### config.mk
export PLATFORM = sky130hd
export DESIGN_NAME = branch_redirect_ctrl
export DESIGN_NICKNAME = d
export VERILOG_FILES = /design/src/rtl/branch_redirect_ctrl_pkg.sv /design/src/rtl/branch_perf_counters.sv /design/src/rtl/branch_redirect_ctrl.sv
export SDC_FILE = /design/constraint.sdc
export NUM_CORES = 1
export LEC_CHECK = 0
export BUFFER_PORTS_ARGS = -buffer_cell sky130_fd_sc_hd__buf_2
export CAP_MARGIN = 25
export CORE_ASPECT_RATIO = 1.5
export CORE_MARGIN = 2
export CORE_UTILIZATION = 55
export DETAILED_ROUTE_END_ITERATION = 10
export GPL_ROUTABILITY_DRIVEN = 0
export PLACE_DENSITY = 0.87
export SLEW_MARGIN = 20
export SYNTH_ARGS = -nofsm -noshare
export SYNTH_HDL_FRONTEND = slang
export SYNTH_SLANG_ARGS = --single-unit
### constraint.sdc
create_clock -name clk -period 3.5 [get_ports clk]
set_input_delay 0.35 -clock clk [delete_from_list [all_inputs] [get_ports clk]]
set_output_delay 0.35 -clock clk [all_outputs]
set_load 0.02 [all_outputs]
### src/rtl/branch_redirect_ctrl_pkg.sv
// Shared encodings for the EX-resolved branch redirect controller:
// FSM state codes, branch selector codes and counter widths.
package branch_redirect_ctrl_pkg;

    localparam logic [1:0] ST_IDLE     = 2'd0;
    localparam logic [1:0] ST_REDIRECT = 2'd1;
    localparam logic [1:0] ST_DRAIN    = 2'd2;

    // Branch_sel codes from decode; 0 and 1 both mean "not a control transfer".
    localparam logic [2:0] BR_NONE0 = 3'd0;
    localparam logic [2:0] BR_NONE1 = 3'd1;
    localparam logic [2:0] BR_BEQ   = 3'd2;
    localparam logic [2:0] BR_BNE   = 3'd3;
    localparam logic [2:0] BR_BLT   = 3'd4;
    localparam logic [2:0] BR_BGE   = 3'd5;
    localparam logic [2:0] BR_JAL   = 3'd6;
    localparam logic [2:0] BR_JALR  = 3'd7;

    localparam int unsigned DRAIN_CNT_W = 4;
    localparam int unsigned PERF_CNT_W  = 32;

endpackage

### src/rtl/branch_perf_counters.sv
// Free-running wrap-around event counters for resolved branches and issued redirects.
module branch_perf_counters
    import branch_redirect_ctrl_pkg::*;
(
    input  logic                  clk,
    input  logic                  rst_n,
    input  logic                  branch_event,
    input  logic                  redirect_event,
    output logic [PERF_CNT_W-1:0] branch_cnt,
    output logic [PERF_CNT_W-1:0] redirect_cnt
);

    logic [PERF_CNT_W-1:0] branch_cnt_q, redirect_cnt_q;

    always_ff @(posedge clk or negedge rst_n) begin
        if (!rst_n) begin
            branch_cnt_q   <= '0;
            redirect_cnt_q <= '0;
        end else begin
            if (branch_event) begin
                branch_cnt_q <= branch_cnt_q + 1'b1;
            end
            if (redirect_event) begin
                redirect_cnt_q <= redirect_cnt_q + 1'b1;
            end
        end
    end

    assign branch_cnt   = branch_cnt_q;
    assign redirect_cnt = redirect_cnt_q;

endmodule

### src/rtl/branch_redirect_ctrl.sv
// Front-end redirect sequencer: captures a taken EX branch, redirects fetch, squashes and drains.
// Optional BRANCH_PERF_CNT_EN adds ex_is_branch and the perf_branch_cnt/perf_redirect_cnt outputs.
module branch_redirect_ctrl
    import branch_redirect_ctrl_pkg::*;
#(
    parameter int unsigned XLEN         = 32,
    parameter int unsigned DRAIN_CYCLES = 2
) (
    input  logic            clk,
    input  logic            rst_n,
    input  logic            ex_valid,
    input  logic            ex_take,
    input  logic            ex_jalr,
    input  logic [XLEN-1:0] ex_pc,
    input  logic [XLEN-1:0] ex_imm,
    input  logic [XLEN-1:0] ex_rs1,
    output logic            redir_valid,
    input  logic            redir_ready,
    output logic [XLEN-1:0] redir_pc,
    output logic            flush_if_id,
    output logic            flush_id_ex,
    output logic            ex_hold,
`ifdef BRANCH_PERF_CNT_EN
    input  logic            ex_is_branch,
    output logic [31:0]     perf_branch_cnt,
    output logic [31:0]     perf_redirect_cnt,
`endif
    output logic            target_misalign
);

    localparam logic [DRAIN_CNT_W-1:0] DRAIN_LOAD = DRAIN_CNT_W'(DRAIN_CYCLES);

    logic [1:0]             state_q, state_d;
    logic [DRAIN_CNT_W-1:0] drain_cnt_q, drain_cnt_d;
    logic [XLEN-1:0]        redir_pc_q, redir_pc_d;
    logic                   misalign_q, misalign_d;

    logic [XLEN-1:0] base, sum, target;

    assign base   = ex_jalr ? ex_rs1 : ex_pc;
    assign sum    = base + ex_imm;
    assign target = ex_jalr ? {sum[XLEN-1:1], 1'b0} : sum;

    always_comb begin
        state_d     = state_q;
        drain_cnt_d = drain_cnt_q;
        redir_pc_d  = redir_pc_q;
        misalign_d  = 1'b0;
        case (state_q)
            ST_IDLE: begin
                if (ex_valid && ex_take) begin
                    redir_pc_d = target;
                    misalign_d = |target[1:0];
                    state_d    = ST_REDIRECT;
                end
            end
            ST_REDIRECT: begin
                if (redir_ready) begin
                    if (DRAIN_CYCLES == 0) begin
                        state_d = ST_IDLE;
                    end else begin
                        state_d     = ST_DRAIN;
                        drain_cnt_d = DRAIN_LOAD;
                    end
                end
            end
            ST_DRAIN: begin
                // Leaving on 1 gives exactly DRAIN_CYCLES flush cycles.
                if (drain_cnt_q <= 1) begin
                    state_d     = ST_IDLE;
                    drain_cnt_d = '0;
                end else begin
                    drain_cnt_d = drain_cnt_q - 1'b1;
                end
            end
            default: state_d = ST_IDLE;
        endcase
    end

    always_ff @(posedge clk or negedge rst_n) begin
        if (!rst_n) begin
            state_q     <= ST_IDLE;
            drain_cnt_q <= '0;
            redir_pc_q  <= '0;
            misalign_q  <= 1'b0;
        end else begin
            state_q     <= state_d;
            drain_cnt_q <= drain_cnt_d;
            redir_pc_q  <= redir_pc_d;
            misalign_q  <= misalign_d;
        end
    end

    assign redir_valid     = (state_q == ST_REDIRECT);
    assign flush_id_ex     = (state_q == ST_REDIRECT);
    assign ex_hold         = (state_q == ST_REDIRECT);
    assign flush_if_id     = (state_q == ST_REDIRECT) || (state_q == ST_DRAIN);
    assign redir_pc        = redir_pc_q;
    assign target_misalign = misalign_q;

`ifdef BRANCH_PERF_CNT_EN
    branch_perf_counters u_perf (
        .clk            (clk),
        .rst_n          (rst_n),
        .branch_event   (ex_valid && ex_is_branch && (state_q == ST_IDLE)),
        .redirect_event (redir_valid && redir_ready),
        .branch_cnt     (perf_branch_cnt),
        .redirect_cnt   (perf_redirect_cnt)
    );
`endif

endmodule
==> run summary <==
Initial Utilization -> 57.0%
Cell variety after synth -> 68
Die boundary width -> 72.8 µm
Crit Path Category -> input port to register
Resize count post-CTS -> 0
CP Max Fanout -> 18
Setup TNS -> 0 ns
Maxcap violations -> 0
Reg2Reg Depth -> 7
CP required -> 3.66 ns
Critical path arrival -> 3.02 ns
RR Startpoint -> state_q[0]
Final slew viol count -> 0
Outcome -> completed
Pwr dens -> 541 nW/µm²
Total setup buffers inserted after CTS -> 0
Clk sinks -> 39
Grt ovf -> 0
Most used DFF post-synth -> dfrtp_1
Clock Skew -> 0.00621 ns
Vias in the first global route -> 3985
RSZ-0062 raised after global routing -> no
Area growth, synth to finish -> 20.8%
Row count -> 37
Total GRT Usage -> 26.7%
Leak -> 2.38 nW
DR WL/cell -> 15.7 µm
Finished Cell Area -> 4720 µm²
Final Hold Viols -> 0
Root Driver -> clkbuf_8
Sequential share of the synthesized area -> 25.0%
Post-DRT Antenna Nets -> 0
H-tree lvl count -> 2
Largest net degree at the start of global routing -> 49
Io pins -> 139
Die area -> 7810 µm²
Drc violations -> 0
Port buffer count -> 138
DR WL met3 -> 438 µm
Crit path launch type -> input port
Min Hold Slack -> 0.447 ns
Top sig layer -> met4
Via count -> 4055
Register-to-register setup slack -> 1.48 ns
Synthesis-stage register bit count -> 39
Synth Warn # -> 0
Filler Cell Count -> 557
Core area -> 6850 µm²
Final worst path period need -> 2.86 ns
Post-synth EDFFs -> 0
R2r endpoint -> redir_pc[30]
Global-route wire length before repair -> 17100 µm
Hold path start -> redir_ready
Fmax -> 350 MHz
VDD IR max -> 264 µV
Syn_area_per_cell -> 8.33 µm²
# setup viols final -> 0
Layout Nets -> 732
Chip height -> 107 µm
Placed instance area -> 4580 µm²
First-pass DRT Iterations -> 5
Total CTS buffers -> 5
Worst min path class -> input port to register
Clk_lat worst skew -> 0.29 ns
Clock Pin Slew Worst Setup and Hold Paths -> 0.08 ns
Async SR Flop Fraction -> 100%
Clk buf depth -> 2
Headroom to the max-slew limit -> 67.1%
Synth Instances -> 469
Post-Syn Area -> 3910 µm²
Vias/cell -> 6.03
Syn_nets -> 608
CTS tree -> done
Starting DRT DRC Count -> 185
Hold Crit Depth -> 3
Multi-input logic area -> 2710 µm²
Crit end category -> register
Hold path endpoint -> drain_cnt_q[0]
Routed wire length -> 10500 µm
Ant diodes -> 0
Final worst path period share -> 81.6%
Worst-Margin Slew -> 0.488 ns
Register area -> 976 µm²
Dpl hpwl -> 8330 µm
M1 WL -> 4050 µm
Initial antenna violation count -> 0
WL met2 -> 5710 µm
Layout cells sized above 1 -> 34.0%
report_power, final:
part           switching [W]  internal, W  leakage, nW
clock network       0.000177     0.000213       0.0581
registers           0.000122     0.000654        0.486
logic               0.000855     0.000532         1.83
cells in the final DEF (no fill, tap or decap), types with 7 or more instances in the layout:
cell type  count
nand2b_1       8
inv_1         18
mux2_2        30
buf_2        138
nand3_1       12
a21oi_1       39
xnor2_1       10
o211ai_1       7
nand2_1       61
a21o_1        11
o21ai_0       43
nor3_1         7
ha_1          36
nor2_1        18
dfrtp_1       39
nand4_1        7
xor2_1         9
a31oi_1       10
synthesized netlist by cell type (all sizes together), types with 2 or more instances:
library cell,instances,area [µm²]
nand2,62,235
o21ai,45,229
a21oi,40,204
dfrtp,39,976
ha,36,450
mux2,30,338
inv,18,67.6
nor2,18,67.6
a21o,14,109
clkbuf,14,72.6
nand3,13,65.1
buf,12,86.3
a31oi,10,62.6
xnor2,10,87.6
xor2,9,78.8
and3,8,53.8
nand2b,8,50.1
nand4,7,43.8
nor3,7,35.0
o211ai,7,52.6
o31ai,7,62.6
and2,5,36.3
mux2i,5,50.1
and4,4,40.0
nor2b,4,25.0
a21boi,3,26.3
o21a,3,22.5
a211o,2,17.5
a32oi,2,17.5
o2111ai,2,17.5
o211a,2,20.0
o311ai,2,17.5
or3,2,17.5
or4,2,15.0
cell type report:
| type | count | area share, % |
|---|---|---|
| Sequential cell | 39 | 20.7 |
| Inverter | 18 | 1.43 |
| Timing Repair Buffer | 143 | 16.0 |
| Tap cell | 78 | 2.07 |
| Clock buffer | 5 | 1.46 |
| Multi-Input combinational cell | 386 | 57.4 |
| Clock inverter | 3 | 0.928 |
how the worst max path moves through the flow:
stage / end / cells after the start / start / slack (ns)
floorplan: redir_pc[29] / 12 / ex_jalr / 0.39
global placement: redir_pc[27] / 11 / ex_jalr / 0.47
detailed placement: redir_pc[24] / 11 / ex_jalr / 0.43
CTS: redir_pc[13] / 11 / ex_jalr / 0.71
global route: redir_pc[13] / 11 / ex_jalr / 0.51
finish: redir_pc[13] / 11 / ex_jalr / 0.64
metrics by stage:
step	std cells	setup WS, ns	power (W)	utilization (%)
final	672	0.645	0.00255	68.9
after global placement	662	0.466	0.00211	66.8
after floorplan	469	0.391	0.00174	-
after global routing	672	0.514	0.00272	68.9
after CTS	670	0.706	0.00255	68.5
after detailed placement	662	0.431	0.00216	66.8
sequential cells by signal (all words and copies together) (netlist names):
name	count
target_misalign	1
drain_cnt_q	4
redir_pc	32
state_q	2
what timing repair did:
| action | CTS | global route |
|---|---|---|
| endpoints found under the setup margin | 0 | 0 |
| endpoints found under the hold margin | 0 | 10 |
| hold buffers | 0 | 1 |
cell families (layout without fill, tap and decap cells):
family | Yosys count | count (layout) | synth area share, %
AOI/OAI and AO/OA | 149 | 149 | 24.3
and+or+nand+nor | 146 | 146 | 18.7
buffers and inverters | 44 | 169 | 5.79
DFF | 39 | 39 | 25.0
adders and majority gates | 37 | 37 | 12.0
muxes | 35 | 35 | 9.92
xor gates and xnor gates | 19 | 19 | 4.26
routing by layer:
metal	up-vias	track usage, %
met2	155	50.5
met3	38	1.78
met4	0	12.6
met1	1902	29.2
met5	-	0
li1	1960	-
worst max-delay path: stages:
cell and delay [ns]:
buf_2 0.15, buf_12 0.18, mux2_2 0.34, ha_1 0.37
a21o_2 0.23, a211oi_1 0.38, o21ai_0 0.24, a21boi_0 0.32
o21ai_0 0.18, xnor2_1 0.18, o21ai_0 0.09
Power figures use the tool's default switching activity.
